==> src/rtl/lz77_copy_dec.sv <==
// LZ77 decode-side copy engine: rebuilds the byte stream from literal and
// (length, distance) tokens using a WIN_DEP-byte history. Optional token checking: LZ77_COPY_DEC_CHK_EN.
module lz77_copy_dec #(
  parameter int WIN_DEP = 64,
  parameter int WIN_WD  = $clog2(WIN_DEP),
  parameter int DIS_WD  = WIN_WD + 1,
  parameter int LEN_WD  = 9
) (
  input  logic              clk,
  input  logic              rstn,
  input  logic              tok_val_i,
  output logic              tok_rdy_o,
  input  logic              tok_typ_i,
  input  logic [7:0]        tok_lit_i,
  input  logic [LEN_WD-1:0] tok_len_i,
  input  logic [DIS_WD-1:0] tok_dis_i,
  output logic              dat_val_o,
  input  logic              dat_rdy_i,
  output logic [7:0]        dat_o,
  output logic              err_o
);

  typedef enum logic {IDLE = 1'b0, COPY = 1'b1} state_t;

  state_t              state_q, state_d;
  logic [WIN_WD-1:0]   wp_q, wp_d;
  logic [DIS_WD-1:0]   fill_q, fill_d;
  logic [LEN_WD-1:0]   len_q, len_d;
  logic [DIS_WD-1:0]   dis_q, dis_d;
  logic                dat_val_q, dat_val_d;
  logic [7:0]          dat_q, dat_d;
  logic                err_q, err_d;

  logic [7:0]          hist [WIN_DEP];
  logic [WIN_WD-1:0]   rd_addr_s;
  logic                slot_free_s;
  logic                tok_rdy_s;
  logic                gen_s;
  logic [7:0]          gen_byte_s;
  logic                illegal_s;

  // Distance WIN_DEP wraps to the current write slot, i.e. the oldest byte.
  assign rd_addr_s   = wp_q - WIN_WD'(dis_q);
  assign slot_free_s = !dat_val_q || dat_rdy_i;

`ifdef LZ77_COPY_DEC_CHK_EN
  assign illegal_s = (tok_dis_i == {DIS_WD{1'b0}}) ||
                     (tok_dis_i > DIS_WD'(WIN_DEP)) ||
                     (tok_dis_i > fill_q) ||
                     (tok_len_i < LEN_WD'(3)) ||
                     (tok_len_i > LEN_WD'(258));
`else
  assign illegal_s = 1'b0;
`endif

  // Next-state, byte generation and history bookkeeping.
  always_comb begin
    state_d    = state_q;
    wp_d       = wp_q;
    fill_d     = fill_q;
    len_d      = len_q;
    dis_d      = dis_q;
    dat_d      = dat_q;
    err_d      = err_q;
    gen_s      = 1'b0;
    gen_byte_s = 8'h00;
    tok_rdy_s  = 1'b0;

    if (dat_val_q && dat_rdy_i) begin
      dat_val_d = 1'b0;
    end else begin
      dat_val_d = dat_val_q;
    end

    case (state_q)
      IDLE: begin
        tok_rdy_s = slot_free_s;
        if (tok_val_i && slot_free_s) begin
          if (!tok_typ_i) begin
            gen_s      = 1'b1;
            gen_byte_s = tok_lit_i;
          end else if (illegal_s) begin
            err_d = 1'b1;
          end else begin
            len_d   = tok_len_i;
            dis_d   = tok_dis_i;
            state_d = COPY;
          end
        end else begin
          state_d = IDLE;
        end
      end
      COPY: begin
        if (slot_free_s) begin
          gen_s      = 1'b1;
          gen_byte_s = hist[rd_addr_s];
          len_d      = len_q - LEN_WD'(1);
          if (len_q == LEN_WD'(1)) begin
            state_d = IDLE;
          end else begin
            state_d = COPY;
          end
        end else begin
          state_d = COPY;
        end
      end
      default: begin
        state_d = IDLE;
      end
    endcase

    if (gen_s) begin
      dat_d     = gen_byte_s;
      dat_val_d = 1'b1;
      wp_d      = wp_q + WIN_WD'(1);
      if (fill_q == DIS_WD'(WIN_DEP)) begin
        fill_d = fill_q;
      end else begin
        fill_d = fill_q + DIS_WD'(1);
      end
    end else begin
      wp_d = wp_q;
    end
  end

  // Control and output registers with synchronous reset.
  always_ff @(posedge clk) begin
    if (!rstn) begin
      state_q   <= IDLE;
      wp_q      <= {WIN_WD{1'b0}};
      fill_q    <= {DIS_WD{1'b0}};
      len_q     <= {LEN_WD{1'b0}};
      dis_q     <= {DIS_WD{1'b0}};
      dat_val_q <= 1'b0;
      dat_q     <= 8'h00;
      err_q     <= 1'b0;
    end else begin
      state_q   <= state_d;
      wp_q      <= wp_d;
      fill_q    <= fill_d;
      len_q     <= len_d;
      dis_q     <= dis_d;
      dat_val_q <= dat_val_d;
      dat_q     <= dat_d;
      err_q     <= err_d;
    end
  end

  // History RAM: written with every generated byte, contents not reset.
  always_ff @(posedge clk) begin
    if (rstn && gen_s) begin
      hist[wp_q] <= gen_byte_s;
    end
  end

  assign tok_rdy_o = rstn && tok_rdy_s;
  assign dat_val_o = dat_val_q;
  assign dat_o     = dat_q;
  assign err_o     = err_q;

endmodule
==> config.mk <==
export PLATFORM = sky130hd
export DESIGN_NAME = lz77_copy_dec
export DESIGN_NICKNAME = d
export VERILOG_FILES = /design/src/rtl/lz77_copy_dec.sv
export SDC_FILE = /design/constraint.sdc
export NUM_CORES = 1
export LEC_CHECK = 0
export ABC_AREA = 1
export CAP_MARGIN = 30
export CORE_MARGIN = 5
export CORE_UTILIZATION = 56
export CTS_BUF_LIST = sky130_fd_sc_hd__clkbuf_4 sky130_fd_sc_hd__clkbuf_8 sky130_fd_sc_hd__clkbuf_16
export CTS_CLUSTER_SIZE = 8
export DETAILED_ROUTE_END_ITERATION = 16
export PLACE_DENSITY = 0.76
export SLEW_MARGIN = 20
export SYNTH_ARGS = -nofsm -noshare
export SYNTH_HDL_FRONTEND = slang
export SYNTH_SLANG_ARGS = --single-unit
==> constraint.sdc <==
create_clock -name clk -period 3.81 [get_ports clk]
set_clock_uncertainty 0.1 [all_clocks]
set_input_delay 0.762 -clock clk [delete_from_list [all_inputs] [get_ports clk]]
set_output_delay 0.762 -clock clk [all_outputs]
set_load 0.05 [all_outputs]
After elaboration in Yosys (flattened, before gate mapping)
Memories as Yosys holds them, arrays and structs flattened.
Cells that the tools add are included.
{"block": "word_totals", "register_bits": 31, "ramBits": 512, "inputBits": 29, "output_inout_bits": 11, "word_cells": 46, "memories": 1}
{"name": "hist", "words": 64, "width": 8, "read_ports": 1, "rd_clocked_by_memory_dff": 0, "write_ports": 1, "line_no": "34", "text": "logic [7:0] hist [WIN_DEP];"}
{"block": "classes", "n_addsub": 3, "n_eq_ne": 4, "n_mux": 22, "n_bitwise": 1, "n_reduce_logical": 9}
{"op": "$mux 9", "n": 3}
{"op": "$mux 8", "n": 3}
{"op": "$pmux 9 s2", "n": 1}
{"op": "$pmux 8 s2", "n": 1}
{"op": "$mux 1", "n": 12}
{"op": "$eq 9x1->1 const B", "n": 1}
{"op": "$sub 9x1->9 const B", "n": 1}
{"op": "$add 6x1->6 const B", "n": 1}
{"op": "$reduce_and 3->1", "n": 2}
{"op": "$sub 6x6->6", "n": 1}
{"op": "$logic_and 1x1->1", "n": 4}
{"op": "$ne 2x2->1 const B", "n": 2}
{"op": "$pmux 1 s2", "n": 2}
{"op": "$ne 2x1->1 const B", "n": 1}
{"op": "$reduce_bool 2->1", "n": 1}
{"op": "$logic_not 1->1", "n": 1}
{"op": "$logic_or 1x1->1", "n": 1}
{"op": "$not 1->1", "n": 1}

Logic depth before layout (Yosys ltp)
{"block": "depth", "word_depth": 8, "mapped_depth": 20, "ltp_nobuf": 17}

Worst setup path before layout
Ideal clock, no wire load.
{"block": "synth_timing", "path_type": "register -> register", "from": "reg wp_q[0]", "to": "mem hist[0][3] (data pin)", "setup_time_ns": 0.356, "arrival_time_ns": 3.168, "required_time_ns": 3.354, "setup_slack_ns": 0.186, "path_stages_with_launch": 17, "n_path_buf": 2, "period_less_slack_ns": 3.624, "path_cell_list": "dfxtp_1 > inv_1 > ha_1 > fa_1 > inv_1 > clkbuf_1 > clkbuf_1 > nand3_1 > nand2_1 > nand2_1 > nand2_1 > nand2_1 > nand3_1 > nand2_1 > nand2_1 > nand3_1 > nand2_1"}
{"block": "synth_via", "elab_chain_len": 4}
{"item": "from (decl)", "line_no": "26", "text": "logic [WIN_WD-1:0] wp_q, wp_d;"}
{"item": "from (signal assigned)", "line_no": "130", "text": "wp_q <= {WIN_WD{1'b0}};"}
{"item": "from (signal assigned)", "line_no": "139", "text": "wp_q <= wp_d;"}
{"item": "$sub 6x6->6", "line_no": "43", "text": "assign rd_addr_s = wp_q - WIN_WD'(dis_q);"}
{"item": "$mem_v2 64x8"}
{"item": "$mux 8", "line_no": "94", "text": "if (slot_free_s) begin"}
{"item": "$pmux 8 s2", "line_no": "75", "text": "case (state_q)"}
{"item": "via gen_byte_s[3]", "line_no": "39", "text": "logic [7:0] gen_byte_s;"}
{"item": "to (decl)", "line_no": "34"}
The timed path passes the listed nets, and every way through them passes these cells.

Worst setup path after layout
{"block": "layout_timing", "from": "reg wp_q[0]", "to": "mem hist[34][2] (data pin)"}
Same word-level chain as after synthesis.

==> results by group <==
Run status
  – Status: finished, final reports clean

Synthesis
  – Number of flops mapped to enable cells by yosys: 512
  – Synthesized area: 22900 um2
  – Synth Net Count: 2214
  – FFs w/ async S/R, synth: 0
  – Flops & latches, synth: 543
  – Yosys top cell by area: edfxtp_1
  – Post-Synthesis Cells: 2176
  – Seq/Total Area, Yosys: 0.697
  – Top_reg_cell synth: edfxtp_1
  – Synth top area share: 0.670
  – Syn Area/Cell: 10.5 um2
  – Cell variety after synth: 31
  – Main area contributors after synthesis: edfxtp_1, nand2_1, nand3_1, dfxtp_1, inv_1
  – Synth Warn #: 0

Timing
  – Final min period: 3720 ps
  – Hold_ws: 361 ps
  – Slew @ Worst Pin: 861 ps
  – Total negative slack: 0 ps
  – Slew headroom: 0.424
  – Final Max Slew Viols: 0
  – Number of setup violations in the final report: 0
  – Achievable Freq: 0.269 GHz
  – Tcrit/Tclk final: 0.975
  – Final hold violations: 0

Detailed routing
  – DRC viols: 0
  – Routed wire length: 55.5 mm
  – ANT nets after route: 0
  – DRT iter0 DRCs: 1837
  – Vias: 16100
  – WL/cell: 19.9 um
  – TritonRoute pass-1 iters: 5
  – Vias per cell: 5.75

Layout
  – Fillers: 2919
  – Area grow syn2layout: 15.4%
  – Layout Cells excl Fill: 2791
  – Ant. Diodes: 0
  – Nets: 2279
  – Share of cells above drive strength 1: 0.0806

Clocking
  – H-tree depth: 3
  – CTS resizes: 0
  – CTS buffer count: 77
  – CTS tree: done
  – Worst-Skew Late Latency: 600 ps
  – Clk pin slew, worst setup/hold paths: 50 ps
  – Clock buffer depth: 3
  – Clk sinks: 543
  – Clock Tree Root: clkbuf_16

Critical path
  – Worst reg2reg path endpoint: hist[34][2]
  – R2R depth: 17
  – Critical Path RT: 4010 ps
  – Arr. time, crit path: 3920 ps
  – Top fanout value on the critical path: 40
  – RR Startpoint: wp_q[0]
  – CP endpoint: hist[34][2]
  – Critical Path Start: wp_q[0]
  – Element type at the critical path end: register
  – R2R setup slack: 90 ps
  – Kind of critical path: register to register
  – CP Launch Type: register

Worst hold path
  – Hold Path Depth: 2
  – Hold crit path type: register to register

Placement
  – Placed cell count: 2691
  – Gpl congestion: 0.925
  – Post-DP HPWL: 32.8 mm
  – PortBufs: 37

Pwr
  – Leak: 10.3 nW
  – Final Power: 0.0162 W
  – Pwr dens: 613 nW/um2
  – Worst vdd ir: 0.406 mV

GRT
  – First-pass GRT wire length: 86.6 mm
  – Total track usage: 0.247
  – Initial antenna violation count: 0
  – Largest net degree at the start of global routing: 130
  – Total gr overflow: 0
  – Vias in the first global route: 15800

Floorplan
  – Die Span Y: 212 um
  – Die Area: 45100 um2
  – IO Pins: 40
  – Initial Util: 0.564
  – Number of core rows: 74
  – Core Area: 40600 um2
  – Die width: 212 um

Job
  – Max-capacitance violation count: 0
worst max-delay path: stages (launching register included):
cell and delay, ps:
dfxtp_1 340, inv_1 140, ha_4 200, fa_4 840
buf_4 220, buf_4 290, nand3_1 110, nand2_1 80
nand2_1 50, nand2_1 90, nand2_1 50, nand2_1 140
nand2_1 70, nand2_1 80, nand2_1 50, nand3_1 190
nand2_2 130, buf_12 200
power by group:
| part | switching (W) | internal (W) |
|---|---|---|
| sequential | 0.0000282 | 0.00681 |
| clock | 0.00233 | 0.00378 |
| combinational | 0.00231 | 0.000965 |
area by class of cell:
type | instances | area, um2 | share of cell area
Tap cell | 532 | 666 | 0.0252
Multi-Input combinational cell | 1406 | 6110 | 0.231
Sequential cell | 543 | 16000 | 0.604
Inverter | 111 | 423 | 0.0160
Clock inverter | 4 | 50.0 | 0.00189
Timing Repair Buffer | 102 | 1130 | 0.0427
Clock buffer | 93 | 2080 | 0.0787
metrics by stage:
| stage | util | worst slack (ps) | cell area, um2 |
|---|---|---|---|
| final | 0.651 | 94.6 | 26500 |
| after global routing | 0.651 | -17.0 | 26500 |
| after CTS | 0.650 | 98.2 | 26400 |
| after detailed placement | 0.598 | 115 | 24300 |
| after global placement | 0.598 | 179 | 24300 |
| after floorplan | - | 186 | 22900 |
cell usage after synthesis, drive strengths merged, types with 2 or more instances:
library cell  number
nand4              8
ha                 8
nand2            842
o21ai             24
edfxtp           512
dfxtp             31
xnor2              4
nand3            390
xor2               3
a21oi             25
inv              111
buf               48
clkbuf            68
nor3               4
nor2              87
a211oi             2
what timing repair did:
item                                    CTS  global route
hold buffers                              0             0
endpoints found under the setup margin    0           406
setup buffers                             0             3
flip-flops by register name, indices dropped and copies added (netlist names):
name	count
dis_q	6
hist	512
state_q	1
dat_val_o	1
wp_q	6
len_q	9
dat_o	8
worst min-delay path by stage:
stage	start	to	slack, ps
after floorplan	dis_q[0]	dis_q[0]	330
after global placement	len_q[5]	len_q[5]	350
after CTS	len_q[5]	len_q[5]	360
after detailed placement	len_q[5]	len_q[5]	350
final	len_q[5]	len_q[5]	360
after global routing	len_q[5]	len_q[5]	400
metal layers:
layer	global-route usage	share of wire	vias up
li1	-	-	7500
met1	0.336	0.39	7604
met2	0.402	0.48	800
met3	0.0421	0.089	148
met4	0.103	0.038	0
met5	0	0	-
cells by family after synthesis:
| kind of cell | count (synthesis) | share of synthesized area |
|---|---|---|
| and+or+nand+nor | 1332 | 0.241 |
| adders and majority gates | 9 | 0.00524 |
| other | 1 | 0.000163 |
| xor gates and xnor gates | 7 | 0.00398 |
| AOI/OAI and AO/OA | 57 | 0.0135 |
| buffers and inverters | 227 | 0.0391 |
| DFF | 543 | 0.697 |
cell usage in the layout, fill, tap and decap left out, types with 3 or more instances in the layout:
cell,n
a21oi_1,25
buf_12,22
buf_4,44
clkbuf_16,79
clkbuf_4,14
clkdlybuf4s50_1,36
dfxtp_1,31
edfxtp_1,512
ha_1,7
inv_1,109
inv_6,3
nand2_1,834
nand2_2,8
nand3_1,390
nand4_1,8
nor2_1,86
nor3_1,4
o21ai_0,23
(Power assumes the default switching activity.)
